## src/rtl/fifo_fwft_counted.sv

```systemverilog
// First-word-fall-through FIFO for any DEPTH >= 2, with occupancy count, almost flags and write-through when full.
// Optional sticky OVERFLOW/UNDERFLOW flags are built only when FIFO_ERR_FLAGS_EN is defined.
module fifo_fwft_counted #(
  parameter int WIDTH     = 8,
  parameter int DEPTH     = 32,
  parameter int AF_THRESH = 28,
  parameter int AE_THRESH = 4,
  localparam int CNT_W    = $clog2(DEPTH + 1)
) (
  input  logic             CLK,
  input  logic             RESETN,
  input  logic [WIDTH-1:0] DIN,
  input  logic             WE,
  input  logic             RE,
  output logic [WIDTH-1:0] DOUT,
  output logic             NOT_EMPTY,
  output logic             FULL,
  output logic             ALMOST_FULL,
  output logic             ALMOST_EMPTY,
  output logic [CNT_W-1:0] COUNT,
  output logic             OVERFLOW,
  output logic             UNDERFLOW
);

  localparam int PTR_W = (DEPTH > 1) ? $clog2(DEPTH) : 1;

  localparam logic [PTR_W-1:0] PTR_MAX = PTR_W'(DEPTH - 1);
  localparam logic [CNT_W-1:0] DEPTH_C = CNT_W'(DEPTH);
  localparam logic [CNT_W-1:0] AF_C    = CNT_W'(AF_THRESH);
  localparam logic [CNT_W-1:0] AE_C    = CNT_W'(AE_THRESH);

  if (WIDTH < 1 || DEPTH < 2 || AF_THRESH < 1 || AF_THRESH > DEPTH ||
      AE_THRESH < 0 || AE_THRESH > DEPTH - 1) begin : g_param_check
    $fatal(1, "fifo_fwft_counted: illegal WIDTH/DEPTH/AF_THRESH/AE_THRESH");
  end

  logic [WIDTH-1:0] mem [DEPTH];

  logic [PTR_W-1:0] wp_reg, rp_reg;
  logic [PTR_W-1:0] wp_next, rp_next;
  logic [PTR_W-1:0] wp_inc, rp_inc;
  logic [CNT_W-1:0] count_reg, count_next;
  logic [WIDTH-1:0] dout_reg;
  logic             not_empty_reg, full_reg, af_reg, ae_reg;
  logic             rd_acc, wr_acc;

  // A full FIFO still takes a write when the head is popped in the same cycle.
  always_comb begin
    rd_acc = RE & not_empty_reg;
    wr_acc = WE & (~full_reg | rd_acc);
  end

  // Explicit wrap so non-power-of-two depths work.
  always_comb begin
    wp_inc  = (wp_reg == PTR_MAX) ? '0 : wp_reg + PTR_W'(1);
    rp_inc  = (rp_reg == PTR_MAX) ? '0 : rp_reg + PTR_W'(1);
    wp_next = wr_acc ? wp_inc : wp_reg;
    rp_next = rd_acc ? rp_inc : rp_reg;
  end

  always_comb begin
    count_next = count_reg;
    if (wr_acc && !rd_acc) begin
      count_next = count_reg + CNT_W'(1);
    end else if (!wr_acc && rd_acc) begin
      count_next = count_reg - CNT_W'(1);
    end
  end

  // Storage has no reset so it maps onto block RAM.
  always_ff @(posedge CLK) begin
    if (wr_acc) begin
      mem[wp_reg] <= DIN;
    end
  end

  always_ff @(posedge CLK) begin
    if (!RESETN) begin
      wp_reg        <= '0;
      rp_reg        <= '0;
      count_reg     <= '0;
      dout_reg      <= '0;
      not_empty_reg <= 1'b0;
      full_reg      <= 1'b0;
      af_reg        <= 1'b0;
      ae_reg        <= 1'b1;
    end else begin
      wp_reg        <= wp_next;
      rp_reg        <= rp_next;
      count_reg     <= count_next;
      not_empty_reg <= (count_next != '0);
      full_reg      <= (count_next == DEPTH_C);
      af_reg        <= (count_next >= AF_C);
      ae_reg        <= (count_next <= AE_C);
      // New head is the word being written when it lands where the read pointer is heading.
      if (wr_acc && (wp_reg == rp_next)) begin
        dout_reg <= DIN;
      end else if (rd_acc) begin
        dout_reg <= mem[rp_next];
      end
    end
  end

  assign DOUT         = dout_reg;
  assign NOT_EMPTY    = not_empty_reg;
  assign FULL         = full_reg;
  assign ALMOST_FULL  = af_reg;
  assign ALMOST_EMPTY = ae_reg;
  assign COUNT        = count_reg;

`ifdef FIFO_ERR_FLAGS_EN
  logic overflow_reg, underflow_reg;

  always_ff @(posedge CLK) begin
    if (!RESETN) begin
      overflow_reg  <= 1'b0;
      underflow_reg <= 1'b0;
    end else begin
      if (WE && full_reg && !rd_acc) begin
        overflow_reg <= 1'b1;
      end
      if (RE && !not_empty_reg) begin
        underflow_reg <= 1'b1;
      end
    end
  end

  assign OVERFLOW  = overflow_reg;
  assign UNDERFLOW = underflow_reg;
`else
  assign OVERFLOW  = 1'b0;
  assign UNDERFLOW = 1'b0;
`endif

endmodule
```

## config.mk

```make
export PLATFORM = sky130hd
export DESIGN_NAME = fifo_fwft_counted
export DESIGN_NICKNAME = d
export VERILOG_FILES = /design/src/rtl/fifo_fwft_counted.sv
export SDC_FILE = /design/constraint.sdc
export NUM_CORES = 1
export LEC_CHECK = 0
export CAP_MARGIN = 15
export CORE_ASPECT_RATIO = 0.7
export CORE_MARGIN = 8
export CORE_UTILIZATION = 45
export CTS_CLUSTER_DIAMETER = 80
export CTS_CLUSTER_SIZE = 14
export DETAILED_ROUTE_END_ITERATION = 10
export GPL_TIMING_DRIVEN = 0
export HOLD_SLACK_MARGIN = 0.02
export SLEW_MARGIN = 10
export SYNTH_ARGS = -nofsm -noshare
export SYNTH_HDL_FRONTEND = slang
export SYNTH_SLANG_ARGS = --single-unit
```

## constraint.sdc

```tcl
create_clock -name CLK -period 5.5 [get_ports CLK]
set_input_delay 1.1 -clock CLK [delete_from_list [all_inputs] [get_ports CLK]]
set_output_delay 1.1 -clock CLK [all_outputs]
set_load 0.01 [all_outputs]
```

* Word-level counts from Yosys, hierarchy flattened *
Memories as Yosys holds them, arrays and structs flattened. A register that Yosys moved wholly into a read port is not among the register bits.
Cells that the tools add are included.

operators by class
  bitwise logic cells = 4
  add/subtract/negate cells = 4
  mux-type cells = 7
  reduce and logical (&&, ||, !) cells = 8
  equal/unequal tests = 4
  order comparisons = 2

operators by type and width
  operator             number
  $mux 5               3
  $mux 6               2
  $add 5x1->5 const B  2
  $eq 5x5->1 const B   2
  $add 6x1->6 const B  1
  $eq 6x6->1 const B   1
  $ge 6x5->1 const B   1
  $le 6x3->1 const B   1
  $reduce_bool 6->1    1
  $sub 6x1->6 const B  1
  $eq 5x5->1           1
  $logic_and 1x1->1    3
  $logic_not 1->1      3
  $and 1x1->1          2
  $mux 1               2
  $reduce_bool 2->1    1
  $not 1->1            1
  $or 1x1->1           1

word-level totals
  RAM bits = 256
  flip-flop bits (word level) = 20
  memories kept = 1
  output and inout port bits = 20
  input port bits = 12
  logic and storage cells = 37

memories
  memory  words  width  read ports  clocked after Yosys merged registers in  wr ports  line  text
  mem     32     8      1           1                                        1         37    logic [WIDTH-1:0] mem [DEPTH];

* Depth between registers and ports, before layout *
Gate-level depths: netlist (run 1).

  word-level depth = 8
  depth in mapped cells = 13
  mapped depth without buffers = 10

* Least setup slack after synthesis (run 1) *
No wires, ideal clock.

  kind = input-to-reg
  start = input RE
  end = register dout_reg[4] (netlist: DOUT[4]), read port of mem
  setup time = 0.117 ns
  stages = 8
  path slack = 2.533 ns
  data required time = 5.383 ns
  data arrival time = 2.850 ns
  cell sequence = buf_6 a21boi_1 a21o_4 buf_6 mux4_2 a221oi_1 nand2_1 a32o_1

on the way
  longest elaborated chain between the ends = 5

RTL lines
  element                                    line    text
  start: declaration                         14      input logic RE,
  $and 1x1->1 (*)                            49      rd_acc = RE & not_empty_reg;
  $mux 5 or $or 1x1->1 (tied branches)       58, 50
  $eq 5x5->1 or $and 1x1->1 (tied branches)  96, 50
  $logic_and 1x1->1                          96      if (wr_acc && (wp_reg == rp_next)) begin
  $reduce_bool 2->1 (no line)                -
  end: declaration                           43      logic [WIDTH-1:0] dout_reg;

Every way passes the cells marked *; elsewhere a longest branch is shown, timed or not.
A chain may end at the register's enable or synchronous reset.

* Final worst setup path (run 1) *
  start = register rp_reg[0]
  end = register dout_reg[0] (netlist: DOUT[0]), read port of mem

on the way
  longest elaborated chain between the ends = 6

RTL lines
  element                                    line  text
  start: declaration                         39    logic [PTR_W-1:0] wp_reg, rp_reg;
  start signal: assignment                   89    rp_reg <= rp_next;
  $add 5x1->5 or $eq 5x5->1 (tied branches)  56    rp_inc = (rp_reg == PTR_MAX) ? '0 : rp_reg + PTR_W'(1);
  $mux 5                                     56
  $mux 5 (*)                                 58    rp_next = rd_acc ? rp_inc : rp_reg;
  $eq 5x5->1                                 96
  $logic_and 1x1->1                          96
  $reduce_bool 2->1 (no line)                -

Marked as above.

==> results of run 1 <==
area by class of cell:
cell class | count | area (um^2) | area share, %
multi-input cells | 549 | 3850 | 27.7
plain buffers | 53 | 275 | 1.98
inverters | 15 | 56.3 | 0.405
well taps | 371 | 464 | 3.34
clock inverters | 2 | 27.5 | 0.198
repair buffers | 31 | 319 | 2.29
flip-flops and latches | 284 | 8250 | 59.3
diodes | 1 | 2.50 | 0.0180
clock buffers | 42 | 668 | 4.80
how the worst max path moves through the flow:
stage	from	endpoint	slack [ns]	cells after the start
after floorplan	RE	DOUT[4]	2.53	8
after global placement	WE	mem[4][6]	1.17	5
after detailed placement	WE	mem[4][4]	1.13	5
after CTS	rp_reg[0]	DOUT[1]	1.41	12
after global routing	rp_reg[0]	DOUT[6]	1.21	12
final	rp_reg[0]	DOUT[0]	1.29	12
metal layers:
layer | track usage, % | share of wire [%]
met1 | 29.3 | 47
met2 | 28.2 | 42
met3 | 4.36 | 8.3
met4 | 4.36 | 2.2
met5 | 1.51 | 0.19
cell families after synthesis:
| logic type | after synthesis |
|---|---|
| muxes | 118 |
| adders and majority gates | 9 |
| and+or+nand+nor | 291 |
| DFF | 284 |
| xor gates and xnor gates | 11 |
| AOI/OAI and AO/OA | 118 |
| other | 1 |
| buffers and inverters | 68 |
cells in the final DEF (no fill, tap or decap), types with 3 or more instances in the layout:
| cell | instances |
|---|---|
| edfxtp_1 | 256 |
| nand2_1 | 146 |
| mux2i_1 | 89 |
| nor2_1 | 61 |
| clkbuf_1 | 43 |
| nand3_1 | 38 |
| dfxtp_1 | 28 |
| clkbuf_16 | 24 |
| mux4_2 | 23 |
| clkdlybuf4s50_1 | 23 |
| buf_2 | 20 |
| a21oi_1 | 18 |
| inv_1 | 15 |
| a31oi_1 | 15 |
| a22oi_1 | 11 |
| nor3_1 | 9 |
| a32oi_1 | 9 |
| a32o_1 | 9 |
| ha_1 | 9 |
| a221oi_1 | 8 |
| buf_4 | 7 |
| o21ai_0 | 7 |
| xnor2_1 | 7 |
| nand4_1 | 7 |
| and2_1 | 6 |
| buf_6 | 5 |
| nand3b_1 | 5 |
| mux2_2 | 5 |
| o22ai_1 | 5 |
| o311ai_0 | 4 |
| xor2_1 | 4 |
| o221ai_1 | 4 |
| a211o_1 | 4 |
| o211ai_1 | 3 |
worst max-delay path: stages (launching register included):
cell and delay [ns]:
dfxtp_1 0.34, ha_1 0.25, and3_1 0.17, ha_1 0.17
buf_2 0.18, nand3b_1 0.20, buf_2 0.25, o31ai_1 0.84
buf_2 0.43, a32oi_1 0.15, a31oi_1 0.55, o221ai_1 0.25
a32o_1 0.30
report_power, final:
part / internal, mW / switching, mW
clock network: 0.829 / 0.767
registers: 2.38 / 0.0284
logic: 0.241 / 0.385
==> results.sh, run 1 <==
export IMPL_cts_root_buf="clkbuf_16"
export IMPL_ys_seq_area_share_pct=66.4
export IMPL_top_register="mem"
export IMPL_crit_required_ns=5.93
export IMPL_fp_dieW_um=215
export IMPL_clock_sinks=284
export IMPL_fin_util_pct=50.6
export IMPL_synth_xor_area_share_pct=0.775
export IMPL_pin_count=32
export IMPL_clock_skew_ns=0.0146
export IMPL_syn_inst=900
export IMPL_vdd_ir_drop_max_mv=0.319
export IMPL_synth_fa_ha_area_share_pct=0.906
export IMPL_synth_main_ff_cell="edfxtp_1"
export IMPL_ys_ff_latch=284
export IMPL_drc_errors=0
export IMPL_grt_pass1_vias=7520
export IMPL_tightest_slew_ns=1.09
export IMPL_fmax_mhz=238
export IMPL_fin_hold_ws_ns=0.561
export IMPL_syn_cell_area_um2=12400
export IMPL_vias_per_cell=5.83
export IMPL_first_iter_violations=829
export IMPL_grt_overflow=0
export IMPL_yosysWarnings=0
export IMPL_cts_buffers=24
export IMPL_synthMuxAreaShare_pct=11.9
export IMPL_tritoncts="done"
export IMPL_grt_setup_unrepaired="no"
export IMPL_power_mw=4.63
export IMPL_synth_compound_area_share_pct=7.17
export IMPL_power_leakage_nw=4.68
export IMPL_cts_max_level=1
export IMPL_rr_endpoint="DOUT[0]"
export IMPL_cap_violations=0
export IMPL_core_um2=27500
export IMPL_r2r_start="rp_reg[0]"
export IMPL_grt_pass1_wl_um=48900
export IMPL_hold_start="wp_reg[1]"
export IMPL_r2r_setup_slack_ns=1.29
export IMPL_cp_end_kind="flop"
export IMPL_netlist_top_cells_count="256 x edfxtp_1, 146 x nand2_1, 89 x mux2i_1"
export IMPL_postCtsHoldBufs=0
export IMPL_synth_distinct_cells=63
export IMPL_hold_viol_final=0
export IMPL_min_path_cells=2
export IMPL_place_ws_ns=1.13
export IMPL_clockBufferDepth=3
export IMPL_postCtsResizedCells=0
export IMPL_cp_max_fo=10
export IMPL_powerDensity_nw_per_um2=333
export IMPL_dp_hpwl_um=22100
export IMPL_cts_setup_buffers=0
export IMPL_yosys_area_share_simple_pct=10.2
export IMPL_finish_instance_area_um2=13900
export IMPL_slew_headroom_pct=25.5
export IMPL_ys_top_cells_by_area="edfxtp_1 62%, mux2i_1 7.2%, dfxtp_1 4.5%, nand2_1 4.4%, mux4_2 4.2%"
export IMPL_gp_congestion=0.848
export IMPL_final_nets=979
export IMPL_start_util_pct=45.2
export IMPL_dieArea_um2=33300
export IMPL_grt_use_total_pct=19.5
export IMPL_worstRegToRegCells=12
export IMPL_setup_viol=0
export IMPL_period_needed_ns=4.21
export IMPL_synth_most_common_cell="edfxtp_1"
export IMPL_fp_dieH_um=155
export IMPL_worstHoldEndpoint="wp_reg[1]"
export IMPL_fp_row_count=51
export IMPL_drive_gt1_share_pct=10.5
export IMPL_tns_ns=0
export IMPL_crit_type="flop to flop"
export IMPL_start_kind="flop"
export IMPL_hp_class="flop to flop"
export IMPL_stdcell_count=1348
export IMPL_avgSynthCellArea_um2=13.8
export IMPL_synth_largest_area_cell="edfxtp_1"
export IMPL_grt_max_degree=34
export IMPL_synth_edf_count=256
export IMPL_drv_slew=0
export IMPL_worst_slack_ns=1.29
export IMPL_largest_reg_flops=256
export IMPL_status="finished clean"
export IMPL_cp_data_arrival_time_ns=4.64
export IMPL_antenna_found_initial=1
export IMPL_area_delta_synth_final_pct=11.9
export IMPL_ant_nets=0
export IMPL_path_clk_slew_ns=0.08
export IMPL_insertion_delay_ns=0.53
export IMPL_synth_top_family_by_area="multiplexers"
export IMPL_async_reset_ff_share_pct=0
export IMPL_portBuffers=27
export IMPL_fin_crit_sh_pct=76.5
export IMPL_fill_cells=2382
export IMPL_drt_first_pass_iters=5
export IMPL_wl_per_cell_um=24.5
export IMPL_netlist_area_leader_share_pct=61.8
export IMPL_totalWireLength_um=33000
export IMPL_placedCellCount=1302
export IMPL_placed_area_um2=13200
export IMPL_num_vias=7853
(Power assumes the default switching activity.)
==> run 2: changes to the inputs <==
clock period = 3.7 ns   (was 5.5 ns; I/O delays follow)
==> results.sh, run 2 (synthesized netlist as in run 1, its figures left out) <==
export IMPL_finish_instance_area_um2=14000
export IMPL_grt_pass1_wl_um=48900
export IMPL_cp_end_kind="flop"
export IMPL_hold_viol_final=0
export IMPL_final_nets=979
export IMPL_antenna_found_initial=1
export IMPL_grt_use_total_pct=19.5
export IMPL_vdd_ir_drop_max_mv=0.474
export IMPL_final_cell_mix="256 x edfxtp_1, 146 x nand2_1, 89 x mux2i_1"
export IMPL_placedCellCount=1302
export IMPL_grt_use_met3_pct=4.13
export IMPL_clock_skew_ns=0.0161
export IMPL_start_util_pct=45.2
export IMPL_status="finished with violations"
export IMPL_p_sw_mw=1.76
export IMPL_crit_slowest_cell="a221oi_1"
export IMPL_grt_overflow=0
export IMPL_vias_per_cell=5.82
export IMPL_critPathBufInv=2
export IMPL_grt_max_degree=34
export IMPL_fmax_mhz=269
export IMPL_swShare_pct=25.5
export IMPL_num_vias=7856
export IMPL_core_um2=27500
export IMPL_use_met1_pct=29.5
export IMPL_wl_per_cell_um=24.5
export IMPL_slowest_delay_ns=0.68
export IMPL_cts_buffers=24
export IMPL_portBuffers=27
export IMPL_first_iter_violations=894
export IMPL_slew_headroom_pct=25.9
export IMPL_violations="setup timing"
export IMPL_pwr_share_comb_pct=13.6
export IMPL_clockBufferDepth=3
export IMPL_drt_first_pass_iters=7
export IMPL_tightest_slew_ns=1.11
export IMPL_insertion_delay_ns=0.53
export IMPL_grt_pass1_vias=7521
export IMPL_clock_sinks=284
export IMPL_fp_dieW_um=215
export IMPL_grt_setup_unrepaired="yes"
export IMPL_drc_errors=0
export IMPL_cp_cell_sequence="ha_1, and3_1, ha_1, buf_2, or3b_1, o211ai_4, buf_4, mux4_2, a221oi_1, nand2_1, a32o_1"
export IMPL_cts_setup_buffers=0
export IMPL_setup_viol=2
export IMPL_cp_max_fo=10
export IMPL_cts_root_buf="clkbuf_16"
export IMPL_tritoncts="done"
export IMPL_fin_crit_sh_pct=101
export IMPL_pin_count=32
export IMPL_critPathTopFamily="compound AO/OA/AOI/OAI gates"
export IMPL_cts_max_level=1
export IMPL_hp_class="flop to flop"
export IMPL_totalWireLength_um=33100
export IMPL_cpMostUsedCell="ha_1"
export IMPL_dp_hpwl_um=22100
export IMPL_drv_slew=0
export IMPL_postCtsHoldBufs=0
export IMPL_grt_busiest_layer="met1"
export IMPL_fp_dieH_um=155
export IMPL_top_register="mem"
export IMPL_gp_congestion=0.848
export IMPL_power_leakage_nw=4.68
export IMPL_worst_slack_ns=-0.0216
export IMPL_area_delta_synth_final_pct=12.3
export IMPL_placed_area_um2=13200
export IMPL_period_needed_ns=3.72
export IMPL_fp_row_count=51
export IMPL_start_kind="flop"
export IMPL_cp_data_arrival_time_ns=4.14
export IMPL_ant_nets=0
export IMPL_globalRouteMet2Util_pct=28.4
export IMPL_powerDensity_nw_per_um2=494
export IMPL_clockPowerShare_pct=34.4
export IMPL_fin_hold_ws_ns=0.556
export IMPL_crit_required_ns=4.12
export IMPL_fill_cells=2371
export IMPL_cap_violations=0
export IMPL_drive_gt1_share_pct=11.2
export IMPL_p_int_mw=5.13
export IMPL_tns_ns=-0.0343
export IMPL_dieArea_um2=33300
export IMPL_stdcell_count=1349
export IMPL_ff_latch_area_um2=8250
export IMPL_multi_input_area_um2=3910
export IMPL_power_frac_seq_pct=52.0
export IMPL_path_clk_slew_ns=0.08
export IMPL_place_ws_ns=-0.372
export IMPL_crit_type="flop to flop"
export IMPL_layout_commonest_cell="edfxtp_1"
export IMPL_largest_reg_flops=256
## run 2: worst min-delay path: cells and delay by family (launching register included)
kind,cells,cell delay [ns]
and+or+nand+nor,1,0.08
DFF,1,0.37
AOI/OAI and AO/OA,1,0.06
## run 2: timing repair
action                                 CTS  global route
resized for setup                        6             2
pin swaps                                0             0
endpoints found under the hold margin    0             0
setup endpoints to repair                4             4
## run 2: final timing paths
path                   from        end  slack, ns  cells past startpoint
setup / recovery  rp_reg[0]    DOUT[1]      -0.02                     11
hold / removal    wp_reg[1]  wp_reg[1]       0.56                      2
setup reg to reg  rp_reg[0]    DOUT[1]      -0.02                     11
hold reg to reg   wp_reg[1]  wp_reg[1]       0.56                      2
## run 2: routing by layer
metal,routed length [um],vias up,share of wire (%)
met1,15500,3916,47
li1,-,3549,-
met4,665,2,2.0
met5,66,-,0.20
met3,2820,50,8.5
met2,14100,339,42
## run 2: power groups by stage
stage	clock network, mW	logic, mW	registers, mW
3_5_place_dp	0	0.921	3.66
5_1_grt	2.52	1.01	3.59
2_1_floorplan	0	0.560	3.65
4_1_cts	2.40	0.932	3.59
3_3_place_gp	0	0.912	3.66
6_report	2.37	0.936	3.58
## run 2: layout make-up
cell class	count	area share, %
Buffer	53	1.97
Multi-Input combinational cell	549	28.0
Inverter	15	0.403
Antenna cell	2	0.0359
Timing Repair Buffer	31	2.20
Sequential cell	284	59.1
Clock buffer	42	4.79
Tap cell	371	3.33
Clock inverter	2	0.197
## run 2: per-stage QoR
| stage | total power, mW | utilization (%) |
|---|---|---|
| 2_1_floorplan | 4.21 | - |
| 3_3_place_gp | 4.57 | 47.9 |
| 3_5_place_dp | 4.58 | 48.0 |
| 4_1_cts | 6.92 | 50.7 |
| 5_1_grt | 7.11 | 50.7 |
| 6_report | 6.89 | 50.8 |
==> run 3: changes to the inputs <==
CTS_CLUSTER_DIAMETER = 120   (was 80)
HOLD_SLACK_MARGIN = 0.1   (was 0.02)
PLACE_DENSITY = 0.7   (was not set)
==> results.sh, run 3 (synthesized netlist as in run 1, its figures left out) <==
export IMPL_swShare_pct=25.5
export IMPL_cp_data_arrival_time_ns=4.09
export IMPL_use_met1_pct=29.3
export IMPL_power_leakage_nw=4.69
export IMPL_layout_commonest_cell="edfxtp_1"
export IMPL_globalRouteMet2Util_pct=26.5
export IMPL_drv_slew=0
export IMPL_totalWireLength_um=33100
export IMPL_grt_pass1_vias=7546
export IMPL_placed_area_um2=13200
export IMPL_pwr_share_comb_pct=13.6
export IMPL_drt_first_pass_iters=5
export IMPL_grt_busiest_layer="met1"
export IMPL_crit_required_ns=4.13
export IMPL_cap_violations=0
export IMPL_slew_headroom_pct=33.8
export IMPL_cts_max_level=1
export IMPL_largest_reg_flops=256
export IMPL_dp_hpwl_um=22200
export IMPL_fin_crit_sh_pct=99.0
export IMPL_cp_end_kind="flop"
export IMPL_gp_congestion=0.957
export IMPL_finish_instance_area_um2=14000
export IMPL_p_sw_mw=1.76
export IMPL_clockBufferDepth=3
export IMPL_fp_dieW_um=215
export IMPL_period_needed_ns=3.66
export IMPL_drive_gt1_share_pct=11.3
export IMPL_grt_pass1_wl_um=48700
export IMPL_powerDensity_nw_per_um2=497
export IMPL_area_delta_synth_final_pct=12.3
export IMPL_crit_type="flop to flop"
export IMPL_insertion_delay_ns=0.54
export IMPL_start_util_pct=45.2
export IMPL_fp_row_count=51
export IMPL_antenna_found_initial=3
export IMPL_ant_nets=0
export IMPL_power_frac_seq_pct=51.8
export IMPL_vias_per_cell=5.97
export IMPL_final_nets=979
export IMPL_clock_sinks=284
export IMPL_fmax_mhz=273
export IMPL_postCtsHoldBufs=0
export IMPL_cp_max_fo=10
export IMPL_final_cell_mix="256 x edfxtp_1, 146 x nand2_1, 89 x mux2i_1"
export IMPL_tns_ns=0
export IMPL_drc_errors=0
export IMPL_place_ws_ns=-0.330
export IMPL_hold_viol_final=0
export IMPL_core_um2=27500
export IMPL_tritoncts="done"
export IMPL_clock_skew_ns=0.0195
export IMPL_start_kind="flop"
export IMPL_fin_util_pct=50.7
export IMPL_status="finished clean"
export IMPL_worst_slack_ns=0.0385
export IMPL_p_int_mw=5.17
export IMPL_fp_dieH_um=155
export IMPL_fin_hold_ws_ns=0.540
export IMPL_grt_use_total_pct=19.5
export IMPL_wl_per_cell_um=24.6
export IMPL_first_iter_violations=1050
export IMPL_fill_cells=2296
export IMPL_top_register="mem"
export IMPL_clockPowerShare_pct=34.6
export IMPL_grt_use_met3_pct=7.08
export IMPL_setup_viol=0
export IMPL_path_clk_slew_ns=0.07
export IMPL_cts_buffers=24
export IMPL_tightest_slew_ns=0.989
export IMPL_grt_max_degree=34
export IMPL_grt_overflow=0
export IMPL_pin_count=32
export IMPL_portBuffers=27
export IMPL_dieArea_um2=33300
export IMPL_cts_root_buf="clkbuf_16"
export IMPL_grt_setup_unrepaired="no"
export IMPL_hp_class="flop to flop"
export IMPL_diodes=0
export IMPL_num_vias=8037
export IMPL_vdd_ir_drop_max_mv=0.371
==> run 3: changes by cell type in the layout (fill, tap and decap cells not counted), sizes merged <==
cell	previous run	this run
clkinv	1	0
diode	2	0
clkbuf	67	69
buf	37	36
==> run 3: cell type report <==
type                    instances  area [um^2]  area share, %
plain buffers                  53          275           1.97
clock buffers                  43          693           4.97
clock inverters                 1         11.3         0.0807
inverters                      15         56.3          0.403
multi-input cells             549         3910           28.0
flip-flops and latches        284         8250           59.1
well taps                     371          464           3.33
repair buffers                 31          294           2.11
==> run 3: power groups by stage <==
stage               sequential [mW]  clock, mW  combinational, mW
floorplan                      3.65          0              0.560
global placement               3.66          0              0.909
detailed placement             3.66          0              0.919
CTS                            3.59       2.42              0.926
global route                   3.59       2.55               1.01
finish                         3.59       2.40              0.944
==> run 3: critical path, cell delays in order (launching register included) <==
cell and delay (ns):
dfxtp_1 0.34, ha_1 0.25, and3_1 0.17, ha_1 0.17, buf_2 0.18, nand3b_1 0.27, buf_2 0.31, o31ai_4 0.39
buf_2 0.38, a31oi_1 0.15, a31oi_2 0.45, o221ai_1 0.21, a32o_1 0.29
==> run 3: through the flow <==
stage	cells	total power [mW]
floorplan	901	4.21
global placement	1299	4.57
detailed placement	1301	4.58
CTS	1345	6.94
global route	1347	7.15
finish	1347	6.93
==> run 3: final timing paths <==
| check | startpoint | end | slack (ns) | cells past startpoint |
|---|---|---|---|---|
| max | rp_reg[0] | DOUT[6] | 0.04 | 12 |
| min | wp_reg[1] | wp_reg[1] | 0.54 | 2 |
| max reg2reg | rp_reg[0] | DOUT[6] | 0.04 | 12 |
| min reg2reg | wp_reg[1] | wp_reg[1] | 0.54 | 2 |
==> run 3: layer usage <==
layer | up-vias | part of all wire (%)
met2 | 452 | 40
li1 | 3549 | -
met3 | 50 | 13
met1 | 3982 | 45
met5 | - | 0.057
met4 | 4 | 1.9
==> run 3: what timing repair did <==
item                                    in CTS  in global routing
setup buffers                                0                  0
resized for setup                            7                  2
endpoints found under the setup margin       4                  4
